==> config.mk <==
export PLATFORM = sky130hd
export DESIGN_NAME = pc_sequencer
export DESIGN_NICKNAME = d
export VERILOG_FILES = /design/src/rtl/pc_pkg.sv /design/src/rtl/ras_stack.sv /design/src/rtl/pc_sequencer.sv
export SDC_FILE = /design/constraint.sdc
export NUM_CORES = 1
export LEC_CHECK = 0
export BUFFER_PORTS_ARGS = -buffer_cell sky130_fd_sc_hd__buf_2
export CORE_MARGIN = 3
export CORE_UTILIZATION = 40
export CTS_CLUSTER_SIZE = 28
export DETAILED_ROUTE_END_ITERATION = 16
export PLACE_DENSITY_LB_ADDON = 0.08
export SKIP_LAST_GASP = 1
export SYNTH_ARGS = -nofsm -noshare
export SYNTH_HDL_FRONTEND = slang
export SYNTH_SLANG_ARGS = --single-unit
==> constraint.sdc <==
create_clock -name clk -period 5.8 [get_ports clk]
set_clock_uncertainty 0.2 [all_clocks]
set_input_delay 0.58 -clock clk [delete_from_list [all_inputs] [get_ports clk]]
set_output_delay 0.58 -clock clk [all_outputs]
set_load 0.005 [all_outputs]
==> src/rtl/pc_pkg.sv <==
// Shared definitions for the program-counter sequencer: operation encodings.
package pc_pkg;

  typedef enum logic [2:0] {
    OP_HOLD   = 3'b000,
    OP_INC    = 3'b001,
    OP_BRANCH = 3'b010,
    OP_JUMP   = 3'b011,
    OP_CALL   = 3'b100,
    OP_RET    = 3'b101,
    OP_RSVD6  = 3'b110,
    OP_RSVD7  = 3'b111
  } pc_op_e;

endpackage

==> src/rtl/ras_stack.sv <==
// Return-address LIFO: one push or pop per cycle, push ignored when full,
// pop ignored when empty. Only the depth counter is reset.
module ras_stack #(
  parameter int DATA_W = 16,
  parameter int DEPTH  = 8,
  localparam int DEPTH_W = $clog2(DEPTH + 1)
) (
  input  logic               clk,
  input  logic               reset,
  input  logic               push_i,
  input  logic               pop_i,
  input  logic [DATA_W-1:0]  data_i,
  output logic [DATA_W-1:0]  top_o,
  output logic [DEPTH_W-1:0] depth_o,
  output logic               full_o,
  output logic               empty_o
);

  localparam int PTR_W = $clog2(DEPTH);

  logic [DATA_W-1:0]  mem_q [DEPTH];
  logic [DEPTH_W-1:0] depth_q, depth_d;
  logic [PTR_W-1:0]   wr_ptr, rd_ptr;
  logic               push_ok, pop_ok;

  assign full_o  = (depth_q == DEPTH_W'(DEPTH));
  assign empty_o = (depth_q == '0);
  assign push_ok = push_i && !full_o;
  assign pop_ok  = pop_i && !push_i && !empty_o;

  // Depth is a power of two, so the low pointer bits wrap exactly onto the array.
  assign wr_ptr  = depth_q[PTR_W-1:0];
  assign rd_ptr  = wr_ptr - PTR_W'(1);
  assign top_o   = mem_q[rd_ptr];
  assign depth_o = depth_q;

  always_comb begin
    // NOTE: every always_comb output gets a default first so no latch is inferred.
    depth_d = depth_q;
    if (push_ok)     depth_d = depth_q + DEPTH_W'(1);
    else if (pop_ok) depth_d = depth_q - DEPTH_W'(1);
  end

  always_ff @(posedge clk or posedge reset) begin
    // NOTE: sequential state uses non-blocking assignments so all flops update together.
    if (reset) depth_q <= '0;
    else       depth_q <= depth_d;
  end

  // NOTE: storage is deliberately not reset; an entry is only read while depth > 0.
  always_ff @(posedge clk) begin
    if (push_ok) mem_q[wr_ptr] <= data_i;
  end

endmodule

==> src/rtl/pc_sequencer.sv <==
// Program counter sequencer: increment, relative branch, jump, call/return
// through a return-address stack, with sticky error flags.
module pc_sequencer
  import pc_pkg::*;
#(
  parameter int ADDR_W      = 16,
  parameter int STACK_DEPTH = 8,
  parameter int INC_STEP    = 1,
  parameter int RESET_VEC   = 0,
  localparam int DEPTH_W    = $clog2(STACK_DEPTH + 1)
) (
  input  logic               clk,
  input  logic               reset,
  input  logic               stall,
  input  logic [2:0]         pc_op,
  input  logic               cond,
  input  logic [ADDR_W-1:0]  offset,
  input  logic [ADDR_W-1:0]  target,
  input  logic               clr_err,
  output logic [ADDR_W-1:0]  pc_out,
  output logic [DEPTH_W-1:0] ras_depth,
  output logic               ras_full,
  output logic               ras_empty,
  output logic               err_overflow,
  output logic               err_underflow,
  output logic               err_illegal
);

  localparam logic [ADDR_W-1:0] STEP = ADDR_W'(INC_STEP);
  localparam logic [ADDR_W-1:0] VEC  = ADDR_W'(RESET_VEC);

  pc_op_e            op;
  logic [ADDR_W-1:0] pc_q, pc_d, pc_inc, ras_top;
  logic              ovf_q, ovf_d, unf_q, unf_d, ill_q, ill_d;
  logic              ovf_set, unf_set, ill_set;
  logic              push, pop;

  assign op     = pc_op_e'(pc_op);
  assign pc_inc = pc_q + STEP;

  ras_stack #(
    .DATA_W (ADDR_W),
    .DEPTH  (STACK_DEPTH)
  ) u_ras (
    .clk     (clk),
    .reset   (reset),
    .push_i  (push),
    .pop_i   (pop),
    .data_i  (pc_inc),
    .top_o   (ras_top),
    .depth_o (ras_depth),
    .full_o  (ras_full),
    .empty_o (ras_empty)
  );

  always_comb begin
    pc_d    = pc_q;
    push    = 1'b0;
    pop     = 1'b0;
    ovf_set = 1'b0;
    unf_set = 1'b0;
    ill_set = 1'b0;
    if (!stall) begin
      case (op)
        OP_HOLD:   pc_d = pc_q;
        OP_INC:    pc_d = pc_inc;
        OP_BRANCH: pc_d = cond ? (pc_q + offset) : pc_inc;
        OP_JUMP:   pc_d = target;
        // A call always redirects; only the return address is lost when full.
        OP_CALL: begin
          pc_d = target;
          if (ras_full) ovf_set = 1'b1;
          else          push    = 1'b1;
        end
        OP_RET: begin
          if (ras_empty) begin
            unf_set = 1'b1;
          end else begin
            pc_d = ras_top;
            pop  = 1'b1;
          end
        end
        default:   ill_set = 1'b1;
      endcase
    end
  end

  // Setting a flag wins over a same-cycle clear; stall freezes both.
  always_comb begin
    ovf_d = ovf_q;
    unf_d = unf_q;
    ill_d = ill_q;
    if (!stall) begin
      ovf_d = ovf_set | (ovf_q & ~clr_err);
      unf_d = unf_set | (unf_q & ~clr_err);
      ill_d = ill_set | (ill_q & ~clr_err);
    end
  end

  always_ff @(posedge clk or posedge reset) begin
    if (reset) begin
      pc_q  <= VEC;
      ovf_q <= 1'b0;
      unf_q <= 1'b0;
      ill_q <= 1'b0;
    end else begin
      pc_q  <= pc_d;
      ovf_q <= ovf_d;
      unf_q <= unf_d;
      ill_q <= ill_d;
    end
  end

  assign pc_out        = pc_q;
  assign err_overflow  = ovf_q;
  assign err_underflow = unf_q;
  assign err_illegal   = ill_q;

endmodule

Word-level counts from Yosys, hierarchy flattened. Memory sizes are Yosys's and may differ from the RTL's. Cells that the tools add are included.

Equality and inequality tests: 7. Reductions and logical operators: 13. Bitwise logic cells: 8. Mux-type cells: 21. $add $sub $neg: 5.

Operator list (count): one-hot mux 16 bit (4 select lines) (1); 2-to-1 mux 16 bit (2); adder 16 x 1 -> 16 bit (second input constant) (1); adder 16 bit (1); 2-to-1 mux 1 bit (16); 2-to-1 mux 4 bit (2); == test 3 x 2 -> 1 bit (second input constant) (2); == test 3 bit (second input constant) (2); OR reduction 6 bit (1); adder 4 x 1 -> 4 bit (second input constant) (1); == test 4 bit (second input constant) (1); logical NOT 4 bit (1); nonzero test 4 bit (1); subtractor 4 x 1 -> 4 bit (second input constant) (1); bitwise AND 1 bit (3); == test 3 x 1 -> 1 bit (second input constant) (1); logical AND 1 bit (3); logical NOT 1 bit (3); logical NOT 3 bit (1); bitwise OR 1 bit (3); AND reduction 3 bit (1); subtractor 3 x 1 -> 3 bit (second input constant) (1); != test 2 bit (second input constant) (1); inverter 1 bit (2); 2 further kinds (2).

Word-level logic and storage cells: 60. Memories kept: 1. Output and inout bits: 25. Bits in registers: 23. RAM bits: 128. Bits of input ports: 40.

Memory list: u_ras.mem_q (words 8, bits a word 16, rd ports 1, clocked after Yosys merged registers in 0, write ports 1, line ras_stack.sv:21) `logic [DATA_W-1:0] mem_q [DEPTH];`.

Depth between registers and ports, before layout.
Depth in word-level cells: 9. Mapped depth: 11. Gate-level depth less buffers: 9.

Cells and area by module. A second synthesis with hierarchy kept.

Cells, all modules: 552. Area, all modules: 7876.3 µm².

By module, submodules not included: ras_stack (times used 1, area each 5233.8 µm², cells an instance 229); pc_sequencer (times used 1, area each 2642.5 µm², cells an instance 323).

Worst setup path before layout. Ideal clock, no wire load.

Path type: reg-to-reg. Start: register u_ras.depth_q[0], in the netlist u_ras.depth_o[0]. End: memory u_ras.mem_q[0][0], enable pin. Stages on the path, launching flop included: 8. Setup slack: 1.691 ns. Data required time: 5.169 ns. Arrival: 3.478 ns. Period minus slack after synthesis: 4.109 ns. Path through: dfrtp_1 > buf_2 > buf_2 > inv_1 > ha_1 > and3b_1 > nand3b_1 > nor4_1.

Cells in the longest elaborated chain, start to end: 7. Elaborated cells on any way between the ends: 8. Those cells by class: 1 x eq/ne; 5 x mux; 2 x reduce/logical.

RTL lines: start, declared (line ras_stack.sv:22) `logic [DEPTH_W-1:0] depth_q, depth_d;`; start signal, assigned (line ras_stack.sv:47) `else depth_q <= depth_d;`; == test 4 bit * (line ras_stack.sv:26) `assign full_o = (depth_q == DEPTH_W'(DEPTH));`; net ras_full (line pc_sequencer.sv:22) `output logic ras_full,`; 2-to-1 mux 1 bit (line pc_sequencer.sv:72) `if (ras_full) ovf_set = 1'b1;`; 2-to-1 mux 1 bit (line pc_sequencer.sv:64) `case (op)`; 2-to-1 mux 1 bit (line pc_sequencer.sv:63) `if (!stall) begin`; logical AND 1 bit * (line ras_stack.sv:28) `assign push_ok = push_i && !full_o;`; 2-to-1 mux 1 bit * (line ras_stack.sv:52) `if (push_ok) mem_q[wr_ptr] <= data_i;`; 2-to-1 mux 1 bit (implied by the code) * (line ras_stack.sv:52); end, declared (line ras_stack.sv:21).

The timed path passes the listed nets; every way through them passes the cells marked *.

Worst setup path after layout.
Start: register u_ras.depth_q[1], in the netlist u_ras.depth_o[1]. End: register pc_q[8], in the netlist pc_out[8].

Cells in the longest elaborated chain, start to end: 4. Elaborated cells on any way between the ends: 7. Those cells by class: 1 x add/sub; 1 x eq/ne; 2 x mux; 2 x reduce/logical; 1 x memory.

RTL lines: subtractor 3 x 1 -> 3 bit (line ras_stack.sv:33) `assign rd_ptr = wr_ptr - PTR_W'(1);`; memory read (8 x 16 bit); 2-to-1 mux 16 bit (line pc_sequencer.sv:76) `if (ras_empty) begin`; one-hot mux 16 bit (4 select lines) (line pc_sequencer.sv:64); end signal, assigned (line pc_sequencer.sv:107) `pc_q <= pc_d;`; end, declared (line pc_sequencer.sv:33) `logic [ADDR_W-1:0] pc_q, pc_d, pc_inc, ras_top;`.

Several ways; a longest one is shown, not always the timed one. The select of a mux whose other input is x is not followed. A chain may end at the register's enable or synchronous reset.

==> results.json <==
{
  "htree_num_levels": 4,
  "grt_antenna_before_repair": 0,
  "grtUsageTotal_pct": 19.9,
  "synth_top_area_share_pct": 51.2,
  "io-pin-count": 65,
  "grt_pass1_wl_mm": 29.9,
  "ys_warn_count": 0,
  "cts_resized": 0,
  "initial_core_util_pct": 41.2,
  "hp-class": "in -> async",
  "drc": 0,
  "detail_route.wl_per_cell_um": 23.2,
  "p_leak_uw": 0.00310,
  "die_w_um": 143,
  "drt-initial-drc-count": 417,
  "worstPathMaxFanout": 23,
  "dr_wl_met3_mm": 1.08,
  "rows": 49,
  "cts.clk_slew.worst_paths_ps": 70,
  "syn_inst": 534,
  "startpoint": "u_ras.depth_o[1]$_DFFE_PP0P_",
  "worstMarginPinSlew_ps": 1200,
  "setup_viol": 0,
  "numClockSinks": 151,
  "diodes": 0,
  "cts_made_buffers": 17,
  "place_congestion": 0.880,
  "async_flop_share_pct": 15.2,
  "grt.overflow.total": 0,
  "grt_pass1_vias": 4998,
  "final_cell_mix": "128 x edfxtp_1, 64 x buf_2, 35 x nor2_1, 32 x mux4_2, 31 x a21oi_1",
  "fill_cells": 1626,
  "fin_crit_sh_pct": 60.4,
  "hold_buffers": 0,
  "max_freq_ghz": 0.286,
  "synth-seq-cells": 151,
  "grt_max_degree": 41,
  "hpwl_mm": 13.4,
  "synthToLayoutAreaGrowth_pct": 15.7,
  "synth_edf_count": 128,
  "met2_length_mm": 9.45,
  "cts_root_buf": "clkbuf_16",
  "layout.nets": 669,
  "via_per_inst": 5.87,
  "min_period_ps": 3500,
  "die-height_um": 143,
  "syn_area_per_cell_um2": 14.0,
  "dieArea_um2": 20400,
  "regArea_um2": 4420,
  "ys.flop_type": "edfxtp_1",
  "fin_util_pct": 47.7,
  "insertion_delay_ps": 420,
  "slew_viol_final": 0,
  "relSlewSlack_pct": 20.2,
  "syn_nets": 595,
  "grt_setup_unrepaired": "false",
  "synth_area_um2": 7500,
  "cts_tree": "done",
  "coreArea_um2": 18200,
  "multi_input_area_um2": 2980,
  "drt-total-wl_mm": 19.7,
  "synth_top_area_cell": "edfxtp_1",
  "path_class": "reg -> reg",
  "yosys-top-cells-area": "edfxtp_1 51%, mux4_2 9.6%, dfrtp_1 7.7%",
  "ant_nets": 0,
  "cp.required_ps": 5910,
  "drt_first_pass_iters": 5,
  "mostFrequentLayoutCell": "edfxtp_1",
  "routed-via-count": 4992,
  "hold_ws_ps": 201,
  "top_layer_used": "met4",
  "ir_drop_mv": 0.246,
  "post-cts-setup-buffers": 0,
  "power_density_nw_per_um2": 498,
  "met1Wirelength_mm": 8.78,
  "worst_setup_path_start_kind": "flip-flop",
  "end_kind": "flip-flop",
  "clock_path_buffers": 2,
  "drv_cap": 0,
  "portBuffers": 64,
  "final_hold_viol_count": 0,
  "rr_startpoint": "u_ras.depth_o[1]$_DFFE_PP0P_",
  "cp.arrival_ps": 3610,
  "synth_cell_type_count": 71,
  "outcome": "completed",
  "finalSetupTns_ps": 0,
  "yosysSeqAreaShare_pct": 58.9,
  "layout-drive-gt1-share_pct": 24.8
}
-- cells by family after synthesis --
family | share of synthesized area, %
flip-flops | 58.9
AND/OR/NAND/NOR | 9.42
AO/OA/AOI/OAI | 11.0
multiplexers | 12.2
buffers and inverters | 1.72
XOR/XNOR | 3.02
adder cells (fa/ha/maj) | 3.70
-- registers in the layout (all words and copies together), names as in the netlist --
signal and count:
u_ras.depth_o 4, u_ras.mem_q 128, pc_out 16, err_illegal 1, err_underflow 1, err_overflow 1
-- layer usage --
layer	track usage, %	up-vias
li1	-	2278
met1	27.5	2513
met2	31.4	180
met3	4.25	21
met4	6.90	0
met5	0	-
-- worst max-delay path, cell delays in order, from the launching register on --
cell	delay (ps)
dfrtp_1	540
inv_1	100
ha_1	1100
buf_4	370
mux4_2	310
mux2i_1	190
nor2_1	60
a221oi_1	230
o21ai_1	90
a21o_1	180
-- final cells by class --
type                    count  area share, %
flip-flops and latches    151           50.9
repair buffers             76           4.73
well taps                 229           3.30
inverters                  10          0.432
clock inverters            15           1.40
clock buffers              17           4.90
multi-input cells         352           34.3
-- where the power goes --
part           leakage (uW)  switching, uW  total (uW)  internal [uW]
sequential          0.00142            147        1560           1410
clock              0.000258            455        1010            554
combinational       0.00142           1010        1750            740
total               0.00310           1610        4320           2710
-- cells in the mapped netlist (7+ instances only) --
| library cell | instances |
|---|---|
| a21o_1 | 10 |
| a21oi_1 | 31 |
| a221oi_1 | 8 |
| buf_2 | 7 |
| clkbuf_1 | 11 |
| dfrtp_1 | 23 |
| edfxtp_1 | 128 |
| ha_1 | 19 |
| inv_1 | 10 |
| mux2i_1 | 16 |
| mux4_2 | 32 |
| nand2_1 | 30 |
| nand2b_1 | 7 |
| nand3_1 | 12 |
| nor2_1 | 35 |
| nor3_1 | 7 |
| o21ai_0 | 14 |
| o21ai_1 | 10 |
| xnor2_1 | 16 |
| xor2_1 | 8 |
-- metrics by stage --
| step | total power (uW) | cells | instance area (um^2) | worst slack, ps |
|---|---|---|---|---|
| 6_report | 4320 | 850 | 8680 | 2300 |
| 5_1_grt | 4570 | 850 | 8680 | 2040 |
| 4_1_cts | 4370 | 850 | 8680 | 2210 |
| 3_5_place_dp | 3350 | 818 | 8140 | 2240 |
| 3_3_place_gp | 3320 | 818 | 8140 | 2310 |
| 2_1_floorplan | 2760 | 534 | 7500 | 1690 |
-- worst paths after layout --
kind,endpoint,slack (ps),depth (start not counted)
max in group asynchronous,u_ras.depth_o[0]$_DFFE_PP0P_,4490,2
min,err_underflow$_DFFE_PP0N_,200,2
min in group clk,err_illegal$_DFFE_PP0N_,270,3
min reg2reg,err_illegal$_DFFE_PP0N_,290,2
max,pc_out[8]$_DFFE_PP0P_,2300,9
max reg2reg,pc_out[8]$_DFFE_PP0P_,2300,9
No activity file was read; power rests on OpenSTA's default activity.
